[src/rtl/mem_stage_pkg.sv]
// mem_stage_pkg: shared definitions for the MEM stage slice.
//   - MEM_control bit indices (Branch / MemRead / MemWrite)
//   - WB_control and MEM_control widths
//   - FSM state encoding for the data-memory handshake
//   - access-type decode helper (write wins over read)
package mem_stage_pkg;

  localparam int unsigned MEM_BRANCH = 2;
  localparam int unsigned MEM_READ   = 1;
  localparam int unsigned MEM_WRITE  = 0;

  localparam int unsigned MEM_CTRL_W = 3;
  localparam int unsigned WB_CTRL_W  = 2;

  typedef enum logic {
    ST_IDLE = 1'b0,
    ST_WAIT = 1'b1
  } mem_state_e;

  typedef enum logic [1:0] {
    ACC_NONE  = 2'd0,
    ACC_READ  = 2'd1,
    ACC_WRITE = 2'd2
  } mem_access_e;

  // MemWrite takes priority when both control bits are set.
  function automatic mem_access_e decode_access(input logic mem_read,
                                                input logic mem_write);
    mem_access_e acc;
    acc = ACC_NONE;
    if (mem_write) begin
      acc = ACC_WRITE;
    end else if (mem_read) begin
      acc = ACC_READ;
    end
    return acc;
  endfunction

endpackage

[src/rtl/mem_stage_mem_wb.sv]
// R_MEM_WB: MEM/WB pipeline register.
// Ports:
//   i_clk, i_rst      clock, synchronous active-high reset (all fields to 0)
//   i_bubble          load a bubble: WB_control cleared, other fields held
//   i_rdata_en        load i_read_data into the read-data field (read completion)
//   i_alu_result      ALU result to register
//   i_read_data       memory read data
//   i_write_reg       destination register
//   i_WB_control      WB control bits
//   o_*               registered fields
module R_MEM_WB
  import mem_stage_pkg::*;
(
  input  logic                 i_clk,
  input  logic                 i_rst,
  input  logic                 i_bubble,
  input  logic                 i_rdata_en,
  input  logic [31:0]          i_alu_result,
  input  logic [31:0]          i_read_data,
  input  logic [4:0]           i_write_reg,
  input  logic [WB_CTRL_W-1:0] i_WB_control,
  output logic [31:0]          o_read_data,
  output logic [31:0]          o_alu_result,
  output logic [4:0]           o_write_reg,
  output logic [WB_CTRL_W-1:0] o_WB_control
);

  logic [31:0]          read_data_q, read_data_d;
  logic [31:0]          alu_result_q, alu_result_d;
  logic [4:0]           write_reg_q, write_reg_d;
  logic [WB_CTRL_W-1:0] wb_ctrl_q, wb_ctrl_d;

  always_comb begin
    read_data_d  = read_data_q;
    alu_result_d = alu_result_q;
    write_reg_d  = write_reg_q;
    wb_ctrl_d    = wb_ctrl_q;
    if (i_bubble) begin
      wb_ctrl_d = '0;
    end else begin
      wb_ctrl_d    = i_WB_control;
      write_reg_d  = i_write_reg;
      alu_result_d = i_alu_result;
      if (i_rdata_en) begin
        read_data_d = i_read_data;
      end
    end
  end

  always_ff @(posedge i_clk) begin
    if (i_rst) begin
      read_data_q  <= '0;
      alu_result_q <= '0;
      write_reg_q  <= '0;
      wb_ctrl_q    <= '0;
    end else begin
      read_data_q  <= read_data_d;
      alu_result_q <= alu_result_d;
      write_reg_q  <= write_reg_d;
      wb_ctrl_q    <= wb_ctrl_d;
    end
  end

  assign o_read_data  = read_data_q;
  assign o_alu_result = alu_result_q;
  assign o_write_reg  = write_reg_q;
  assign o_WB_control = wb_ctrl_q;

endmodule

[src/rtl/mem_stage.sv]
// mem_stage: memory-access stage of the 5-stage pipeline.
// Resolves the branch decision, drives a req/ack data-memory bus for lw/sw,
// stalls the front of the pipeline while an access is outstanding, and
// registers results into MEM/WB (R_MEM_WB).
// Ports:
//   i_clk, i_rst            clock, synchronous active-high reset
//   i_branch_pc/i_result/i_zero/i_read_data2/i_write_reg/i_WB_control/
//   i_MEM_control           EX/MEM pipeline register outputs
//   i_dmem_ack/i_dmem_rdata data-memory response
//   o_dmem_req/we/addr/wdata data-memory request (combinational)
//   o_pc_src/o_branch_pc    branch decision
//   o_stall                 freeze PC, IF/ID, ID/EX, EX/MEM
//   o_misalign/o_bus_err    registered one-cycle error pulses
//   o_read_data/o_alu_result/o_write_reg/o_WB_control  MEM/WB register
// Configuration:
//   MEM_TIMEOUT_EN  when defined, a request that sees no ack for
//                   TIMEOUT_CYCLES consecutive request cycles is abandoned and
//                   o_bus_err pulses; when undefined, WAIT persists and
//                   o_bus_err is tied to 0.
module mem_stage
  import mem_stage_pkg::*;
#(
  parameter int unsigned TIMEOUT_CYCLES = 16
) (
  input  logic                  i_clk,
  input  logic                  i_rst,
  input  logic [31:0]           i_branch_pc,
  input  logic [31:0]           i_result,
  input  logic                  i_zero,
  input  logic [31:0]           i_read_data2,
  input  logic [4:0]            i_write_reg,
  input  logic [WB_CTRL_W-1:0]  i_WB_control,
  input  logic [MEM_CTRL_W-1:0] i_MEM_control,
  input  logic                  i_dmem_ack,
  input  logic [31:0]           i_dmem_rdata,
  output logic                  o_dmem_req,
  output logic                  o_dmem_we,
  output logic [31:0]           o_dmem_addr,
  output logic [31:0]           o_dmem_wdata,
  output logic                  o_pc_src,
  output logic [31:0]           o_branch_pc,
  output logic                  o_stall,
  output logic                  o_misalign,
  output logic                  o_bus_err,
  output logic [31:0]           o_read_data,
  output logic [31:0]           o_alu_result,
  output logic [4:0]            o_write_reg,
  output logic [WB_CTRL_W-1:0]  o_WB_control
);

  mem_state_e  state_q, state_d;
  mem_access_e access;
  logic        access_req;
  logic        aligned;
  logic        mem_op;
  logic        req;
  logic        done;
  logic        timeout;
  logic        misalign_d, misalign_q;
  logic        bus_err_q;
  logic        bubble;
  logic        rdata_en;

  assign access     = decode_access(i_MEM_control[MEM_READ], i_MEM_control[MEM_WRITE]);
  assign access_req = (access != ACC_NONE);
  assign aligned    = (i_result[1:0] == 2'b00);
  assign mem_op     = access_req & aligned;

  // In WAIT the EX/MEM register is frozen, so the request stays asserted
  // without re-qualifying it against the inputs.
  assign req  = (state_q == ST_WAIT) | ((state_q == ST_IDLE) & mem_op);
  assign done = req & i_dmem_ack;

`ifdef MEM_TIMEOUT_EN
  localparam int unsigned CNT_W = $clog2(TIMEOUT_CYCLES + 1);

  // cnt_q holds the number of request cycles already spent on the current
  // access (0 in IDLE), so the timeout fires in the TIMEOUT_CYCLES-th cycle.
  logic [CNT_W-1:0] cnt_q, cnt_d;

  assign timeout = req & ~i_dmem_ack & (cnt_q == CNT_W'(TIMEOUT_CYCLES - 1));

  always_comb begin
    cnt_d = '0;
    if (state_d == ST_WAIT) begin
      cnt_d = cnt_q + CNT_W'(1);
    end
  end

  always_ff @(posedge i_clk) begin
    if (i_rst) begin
      cnt_q <= '0;
    end else begin
      cnt_q <= cnt_d;
    end
  end
`else
  // TIMEOUT_CYCLES only matters when the timeout feature is built in.
  logic unused_timeout_cfg;
  assign unused_timeout_cfg = (TIMEOUT_CYCLES != 0);
  assign timeout = 1'b0;
`endif

  always_comb begin
    state_d = state_q;
    case (state_q)
      ST_IDLE: begin
        if (mem_op && !i_dmem_ack && !timeout) begin
          state_d = ST_WAIT;
        end
      end
      ST_WAIT: begin
        if (i_dmem_ack || timeout) begin
          state_d = ST_IDLE;
        end
      end
      default: state_d = ST_IDLE;
    endcase
  end

  always_ff @(posedge i_clk) begin
    if (i_rst) begin
      state_q    <= ST_IDLE;
      misalign_q <= 1'b0;
      bus_err_q  <= 1'b0;
    end else begin
      state_q    <= state_d;
      misalign_q <= misalign_d;
      bus_err_q  <= timeout;
    end
  end

  // A misaligned access never issues a request, so it never stalls; each
  // cycle in IDLE therefore carries a fresh instruction and the pulse cannot
  // repeat for the same access.
  assign misalign_d = (state_q == ST_IDLE) & access_req & ~aligned;

  assign o_stall  = req & ~i_dmem_ack & ~timeout;
  assign bubble   = o_stall | misalign_d | timeout;
  assign rdata_en = done & (access == ACC_READ);

  assign o_dmem_req   = req;
  assign o_dmem_we    = (access == ACC_WRITE);
  assign o_dmem_addr  = i_result;
  assign o_dmem_wdata = i_read_data2;

  assign o_pc_src    = i_MEM_control[MEM_BRANCH] & i_zero;
  assign o_branch_pc = i_branch_pc;

  assign o_misalign = misalign_q;
  assign o_bus_err  = bus_err_q;

  R_MEM_WB u_mem_wb (
    .i_clk        (i_clk),
    .i_rst        (i_rst),
    .i_bubble     (bubble),
    .i_rdata_en   (rdata_en),
    .i_alu_result (i_result),
    .i_read_data  (i_dmem_rdata),
    .i_write_reg  (i_write_reg),
    .i_WB_control (i_WB_control),
    .o_read_data  (o_read_data),
    .o_alu_result (o_alu_result),
    .o_write_reg  (o_write_reg),
    .o_WB_control (o_WB_control)
  );

endmodule

[config.mk]
export PLATFORM = sky130hd
export DESIGN_NAME = mem_stage
export DESIGN_NICKNAME = d
export VERILOG_FILES = /design/src/rtl/mem_stage_pkg.sv /design/src/rtl/mem_stage_mem_wb.sv /design/src/rtl/mem_stage.sv
export SDC_FILE = /design/constraint.sdc
export NUM_CORES = 1
export LEC_CHECK = 0
export ABC_CLOCK_PERIOD_IN_PS = 5100
export BUFFER_PORTS_ARGS = -buffer_cell sky130_fd_sc_hd__clkbuf_2
export CELL_PAD_IN_SITES_DETAIL_PLACEMENT = 2
export CELL_PAD_IN_SITES_GLOBAL_PLACEMENT = 2
export CORE_ASPECT_RATIO = 0.5
export CORE_MARGIN = 5
export CORE_UTILIZATION = 22
export CTS_BUF_LIST = sky130_fd_sc_hd__clkbuf_4
export DETAILED_ROUTE_END_ITERATION = 6
export PLACE_DENSITY = 0.95
export SETUP_SLACK_MARGIN = 0.5
export SLEW_MARGIN = 10
export SYNTH_ARGS = -nofsm -noshare
export SYNTH_HDL_FRONTEND = slang
export SYNTH_HIERARCHICAL = 1
export SYNTH_SLANG_ARGS = --single-unit
[constraint.sdc]
create_clock -name i_clk -period 5.1 [get_ports i_clk]
set_input_delay 1.53 -clock i_clk [delete_from_list [all_inputs] [get_ports i_clk]]
set_output_delay 1.53 -clock i_clk [all_outputs]
set_load 0.03 [all_outputs]
Word level (Yosys, flattened, before mapping)
Cells that the tools add are included.

Register bits after elaboration: 73. Output and inout bits: 173. Logic and storage cells: 33.

Equal/unequal tests: 2. Muxes and demuxes: 5. Bitwise operators: 14. Reduce and logical (&&, ||, !) cells: 6.

Operators by type and width (count): AND 1 bit (8); NOT 1 bit (4); 2-to-1 mux 1 bit (3); equality test 2 x 1 -> 1 bit (second input constant) (1); equality test 2 bit (second input constant) (1); zero test 2 bit (1); 2-to-1 mux 2 bit (1); bitwise OR 1 bit (2); one-hot mux 1 bit (2 select lines) (1); AND reduction 2 bit (1); nonzero test 2 bit (1); OR reduction 2 bit (1); logical AND 1 bit (1); zero test 1 bit (1).

Depth between registers and ports, before layout
Gate-level depths: netlist (run 1).

Depth in word-level cells: 10. Gate-level depth with buffers: 8. Mapped depth without buffers: 5.

Hierarchy
The synthesis (run 1) kept the hierarchy.

By module, submodules not included: R_MEM_WB (instances 1, cells an instance 269, area an instance 2866.5 um^2); mem_stage (instances 1, cells an instance 114, area an instance 844.6 um^2).

Worst setup path before layout (run 1)
OpenSTA, ideal clock, no wires.

Path kind: input to output. From: input port i_result[1]. To: output port o_stall. Data arrival time: 2211 ps. Required time: 3570 ps. Slack: 1359 ps. Stages on the path: 3. Path buffers: 0. Path through: nor2_1 -> a21oi_2 -> nor2_1.

Word-level cells in the longest chain between the ends: 5.

RTL lines: from (decl) (line mem_stage.sv:28) `input logic [31:0] i_result,`; zero test 2 bit (line mem_stage.sv:66) `assign aligned = (i_result[1:0] == 2'b00);`; AND 1 bit (line mem_stage.sv:67) `assign mem_op = access_req & aligned;`; AND 1 bit (line mem_stage.sv:71) `assign req = (state_q == ST_WAIT) | ((state_q == ST_IDLE) & mem_op);`; bitwise OR 1 bit (line mem_stage.sv:71); AND 1 bit (line mem_stage.sv:138) `assign o_stall = req & ~i_dmem_ack & ~timeout;`; to (decl) (line mem_stage.sv:42) `output logic o_stall,`.

No other way between the ends.

Final worst setup path (run 1)
From: input port i_MEM_control[0]. To: output port o_stall.

Word-level cells in the longest chain between the ends: 6.

RTL lines: from (decl) (line mem_stage.sv:33) `input logic [MEM_CTRL_W-1:0] i_MEM_control,`; 2-to-1 mux 2 bit (line mem_stage_pkg.sv:31) `if (mem_write) begin`; nonzero test 2 bit (line mem_stage.sv:65) `assign access_req = (access != ACC_NONE);`; AND 1 bit (line mem_stage.sv:67); AND 1 bit (line mem_stage.sv:71); bitwise OR 1 bit (line mem_stage.sv:71); AND 1 bit (line mem_stage.sv:138).

No other way between the ends.

==> results of run 1 <==
-- power by group --
part	internal (uW)	switching [uW]	total, uW
Sequential	593	11.6	604
Combinational	88.1	157	245
Clock	109	195	304
Total	790	363	1150
-- area by class of cell --
type                    count  share of cell area, %
flip-flops and latches     73                   35.3
multi-input cells         186                   32.3
repair buffers            189                   23.1
clock inverters             2                  0.181
clock buffers              12                   2.18
well taps                 227                   6.86
inverters                   1                 0.0907
-- path summary, 6_finish.rpt --
path                               to  slack [ns]                     start  cells past startpoint
max                           o_stall        1.16          i_MEM_control[0]                      5
min          u_mem_wb/o_read_data[15]        0.48  u_mem_wb/o_read_data[15]                      2
max reg2reg   u_mem_wb/o_write_reg[3]        2.90                   state_q                      5
min reg2reg  u_mem_wb/o_read_data[15]        0.48  u_mem_wb/o_read_data[15]                      2
-- cells by family (layout without fill, tap and decap cells) --
| kind of cell | count (synthesis) | count (layout) | synth area share (%) |
|---|---|---|---|
| mux | 37 | 37 | 9.98 |
| compound gates | 35 | 35 | 4.89 |
| simple gates | 113 | 113 | 20.7 |
| flops | 73 | 73 | 39.4 |
| other cells | 1 | 1 | 0.101 |
| buf+inv | 124 | 204 | 25.0 |
-- synthesized netlist by cell type --
cell type	number	area share [%]
dfxtp_1	73	39
nor2_1	40	4.0
buf_12	2	1.1
buf_8	3	1.2
buf_6	2	0.61
buf_4	99	20
nand4bb_1	32	9.7
mux2i_1	37	10
clkbuf_2	3	0.40
nor4_1	1	0.17
clkbuf_1	10	1.0
nor3b_1	2	0.40
a21oi_2	1	0.24
o21ai_0	21	2.8
and2_1	1	0.17
buf_2	4	0.54
nand2b_1	32	5.4
o21a_1	1	0.20
conb_1	1	0.10
nor2b_2	1	0.24
or2_1	1	0.17
nand2_1	1	0.10
inv_1	1	0.10
nor3_1	2	0.27
o21ai_1	12	1.6
-- cells in the final DEF (no fill, tap or decap) --
master and count:
a21oi_2 1, and2_1 1, buf_4 4, clkbuf_2 185, clkbuf_4 12, clkinv_1 2
conb_1 1, dfxtp_1 73, inv_1 1, mux2i_1 37, nand2_1 1, nand2b_1 32
nand4bb_1 32, nor2_1 40, nor2b_2 1, nor3_1 1, nor3_2 1, nor3b_1 2
nor4_1 1, o21a_4 1, o21ai_0 21, o21ai_1 12, or2_1 1
-- through the flow --
stage / cell area (um2) / util, % / cells
floorplan: 3710 / - / 383
global placement: 4040 / 24.5 / 676
detailed placement: 4040 / 24.5 / 676
CTS: 4140 / 25.1 / 690
global route: 4140 / 25.1 / 690
finish: 4140 / 25.1 / 690
-- routing by layer --
| layer | track usage [%] | part of all wire (%) | vias to the layer above |
|---|---|---|---|
| met1 | 9.77 | 34 | 1403 |
| met3 | 3.43 | 4.9 | 13 |
| met2 | 23.2 | 60 | 91 |
| li1 | - | - | 1330 |
| met5 | 0 | 0 | - |
| met4 | 3.05 | 1.1 | 0 |
-- worst reg2reg max path: stages (launching register included) --
cell and delay (ns):
dfxtp_1 0.37, o21ai_0 0.23, o21a_4 0.59, buf_4 0.52, mux2i_1 0.27, nor2_1 0.07
==> flow_summary.toml, run 1 <==
[placement]
io_buffers = 185
dp_hpwl_mm = 8.74
place_worst_setup_slack_ns = 1.14
finalWeightedCongestion = 0.707

[pwr]
leakagePower_uw = 0.00200
p_per_area_nw_per_um2 = 279
total_power_uw = 1150
ir_drop_v = 0.0000648

[die]
core_um2 = 16500
row_count = 33
fp.dieW_um = 194
fp.dieH_um = 102
boundaryPins = 315
die_area_um2 = 19700
start_util_pct = 22.5

[finish]
n_antenna_cell = 0
seq_area_um2 = 1460
fillCellCount = 1916
drive_above_1_share_pct = 44.3
nets = 602
multi_input_area_um2 = 1340
area_growth_pct = 11.5

[grt]
antenna_found_initial = 0
grt_util_all_layers_pct = 10.8
grt_pass1_vias = 3225
overflow = 0
grt_pass1_wl_mm = 16.9
grt_max_degree = 68

[synthesis]
seq_area_frac_synth_pct = 39.4
synth-seq-cells = 73
ys.warnings.count = 6
synthCells = 383
avgSynthCellArea_um2 = 9.69
synth_area_um2 = 3710
synth_nets = 525
synth.distinct_cells = 25

[worst_setup_path]
crit_type = "primary input to output port"
crit_top_cell = "clkbuf_2"
worstPathCellList = "clkbuf_2 -> or2_1 -> a21oi_2 -> nor2_1 -> clkbuf_2"
cp-end-kind = "output port"
cp.required_ns = 3.57
path_max_fanout = 4
path_buf_inv = 2
crit_family = "simple AND/OR/NAND/NOR gates"
cp_data_arrival_time_ns = 2.41
worstSetupStartpointType = "primary input"
slowest_stage = "or2_1"
cpPeakStageDelay_ns = 0.25

[clock_network]
cts_tree = "built"
post_cts_buffers = 0
clockBufferDepth = 2
clockRootBuffer = "clkbuf_4"
cts_buffers = 9
htree_levels = 3
cts_resized = 0
clkTransAtPathRegs_ns = 0.13
insertion_delay_ns = 0.41
clock_sinks = 73
cts_hold_buffers = 0

[sta]
finalWorstSetupSlack_ns = 1.16
fin_crit_sh_pct = 77.3
max_freq_mhz = 254
hold_viol_final = 0
tns_ns = 0
whs_ns = 0.479
tightest_slew_ns = 1.14
final_max_slew_viol_count = 0
setup_viol = 0
rsz0062_at_grt = "false"
skew_ns = 0.0115
relSlewSlack_pct = 24.2
min_period_ns = 3.94

[routing]
vias = 2837
drtPass1Iterations = 4
routedWlPerCell_um = 16.4
drt-vias-per-instance = 4.11
drt_iter0_drc = 53
route.antenna.remaining_nets = 0
remaining_drc_errors = 0
wl_mm = 11.3

[min_path]
hold_path.class = "flip-flop to flip-flop"

[outcome]
status = "finished clean"

[flow_run]
max_cap_viol_count = 0
Note: power is estimated with default switching activity, not from simulation.
==> run 2, diff against run 1 <==
- ABC_CLOCK_PERIOD_IN_PS: 5100 -> 4000
- CORE_UTILIZATION: 22 -> 20
- PLACE_DENSITY: 0.95 -> 0.89
- clock period: 5.1 -> 4 ns (I/O delays scaled with it)
==> flow_summary.toml, run 2 (synthesized netlist as in run 1, its figures left out) <==
[sta]
rsz0062_at_grt = "false"
skew_ns = 0.0126
relSlewSlack_pct = 39.7
setup_viol = 0
max_freq_mhz = 301
fin_crit_sh_pct = 83.1
finalWorstSetupSlack_ns = 0.676
whs_ns = 0.477
tightest_slew_ns = 0.904
min_period_ns = 3.32
tns_ns = 0
hold_viol_final = 0
final_max_slew_viol_count = 0

[routing]
route.antenna.remaining_nets = 0
routedWlPerCell_um = 16.7
drtPass1Iterations = 4
vias = 2887
drt_iter0_drc = 99
wl_mm = 11.8
drt-vias-per-instance = 4.10
remaining_drc_errors = 0

[die]
boundaryPins = 315
fp.dieW_um = 203
row_count = 35
start_util_pct = 20.3
core_um2 = 18300
die_area_um2 = 21500
fp.dieH_um = 106

[clock_network]
clockRootBuffer = "clkbuf_4"
clock_sinks = 73
clkTransAtPathRegs_ns = 0.14
cts_resized = 0
post_cts_buffers = 0
insertion_delay_ns = 0.43
clockBufferDepth = 2
htree_levels = 3
cts_buffers = 9
cts_tree = "built"
cts_hold_buffers = 0

[worst_setup_path]
cpPeakStageDelay_ns = 0.28
r2r_slack_ns = 2.06
crit_top_cell = "clkbuf_2"
path_max_fanout = 4
crit_family = "buffers and inverters"
cp.required_ns = 2.80
worstPathCellList = "clkbuf_2 -> or2_1 -> a21oi_2 -> inv_1 -> clkbuf_2"
cp-end-kind = "output port"
path_buf_inv = 3
worst_r2r_endpoint = "u_mem_wb/o_alu_result[12]"
crit_type = "primary input to output port"
critPathLaunch = "i_MEM_control[1]"
slowest_stage = "or2_1"
worstRegToRegCells = 5
cp_data_arrival_time_ns = 2.12
worstSetupStartpointType = "primary input"
reg2reg_from = "state_q"

[pwr]
ir_drop_v = 0.000167
leakagePower_uw = 0.00203
total_power_uw = 1630
p_per_area_nw_per_um2 = 386

[outcome]
status = "finished clean"

[grt]
grt_util_all_layers_pct = 10.4
overflow = 0
grt_pass1_wl_mm = 17.5
grt_pass1_vias = 3188
grt_max_degree = 106
antenna_found_initial = 0

[min_path]
holdPathEnd = "u_mem_wb/o_read_data[1]"
hold_path.class = "flip-flop to flip-flop"
min_path_cells = 2
min_from = "u_mem_wb/o_read_data[1]"

[finish]
nets = 602
mostFrequentLayoutCells = "clkbuf_2, dfxtp_1, nor2_1, mux2i_1"
seq_area_um2 = 1460
area_growth_pct = 13.9
n_antenna_cell = 0
drive_above_1_share_pct = 44.5
multi_input_area_um2 = 1340
final_common_cell = "clkbuf_2"
fillCellCount = 2128

[placement]
place_worst_setup_slack_ns = 0.680
dp_hpwl_mm = 8.90
finalWeightedCongestion = 0.705
io_buffers = 185

[flow_run]
max_cap_viol_count = 0
run 2: changes by cell type in the layout (fill, tap and decap cells not counted):
cell | previous run | this run
bufinv_16 | 0 | 2
clkbuf_4 | 12 | 10
clkinvlp_4 | 0 | 2
buf_12 | 0 | 1
buf_2 | 0 | 1
buf_4 | 4 | 3
clkbuf_2 | 185 | 184
run 2: worst max path at each step:
stage	endpoint	slack, ns	cells past startpoint
6_report	o_dmem_req	0.68	5
3_5_place_dp	o_dmem_req	0.68	5
5_1_grt	o_dmem_req	0.63	5
3_3_place_gp	o_dmem_req	0.79	5
2_1_floorplan	o_stall	0.92	3
4_1_cts	o_dmem_req	0.68	5
run 2: cell type report:
type | count | area share (%)
Multi-Input combinational cell | 186 | 31.6
Timing Repair Buffer | 189 | 22.9
Inverter | 1 | 0.0888
Clock buffer | 10 | 1.78
Sequential cell | 73 | 34.6
Clock inverter | 6 | 1.95
Tap cell | 240 | 7.10
run 2: metrics by stage:
step           utilization (%)  std cells  area (um2)
6_report                  23.1        705        4230
5_1_grt                   23.1        705        4230
4_1_cts                   23.1        705        4230
3_5_place_dp              22.2        689        4070
3_3_place_gp              22.2        689        4070
2_1_floorplan                -        383        3710
run 2: per-layer routing:
layer	global-route usage [%]	up-vias	wire [um]	share of wire, %
li1	-	1332	-	-
met1	9.81	1429	4080	35
met2	20.6	97	6740	57
met3	3.90	29	700	5.9
met4	3.82	0	255	2.2
met5	0	-	0	0
run 2: tightest hold or removal path: stages (launching register included):
cell and delay, ns:
dfxtp_1 0.33, nand2b_1 0.07, o21ai_1 0.05
run 2: power by group:
part           switching, uW  internal [uW]  total, uW  leakage (uW)
Combinational            202            114        316       0.00136
Sequential              14.7            756        771      0.000595
Clock                    288            257        545     0.0000777
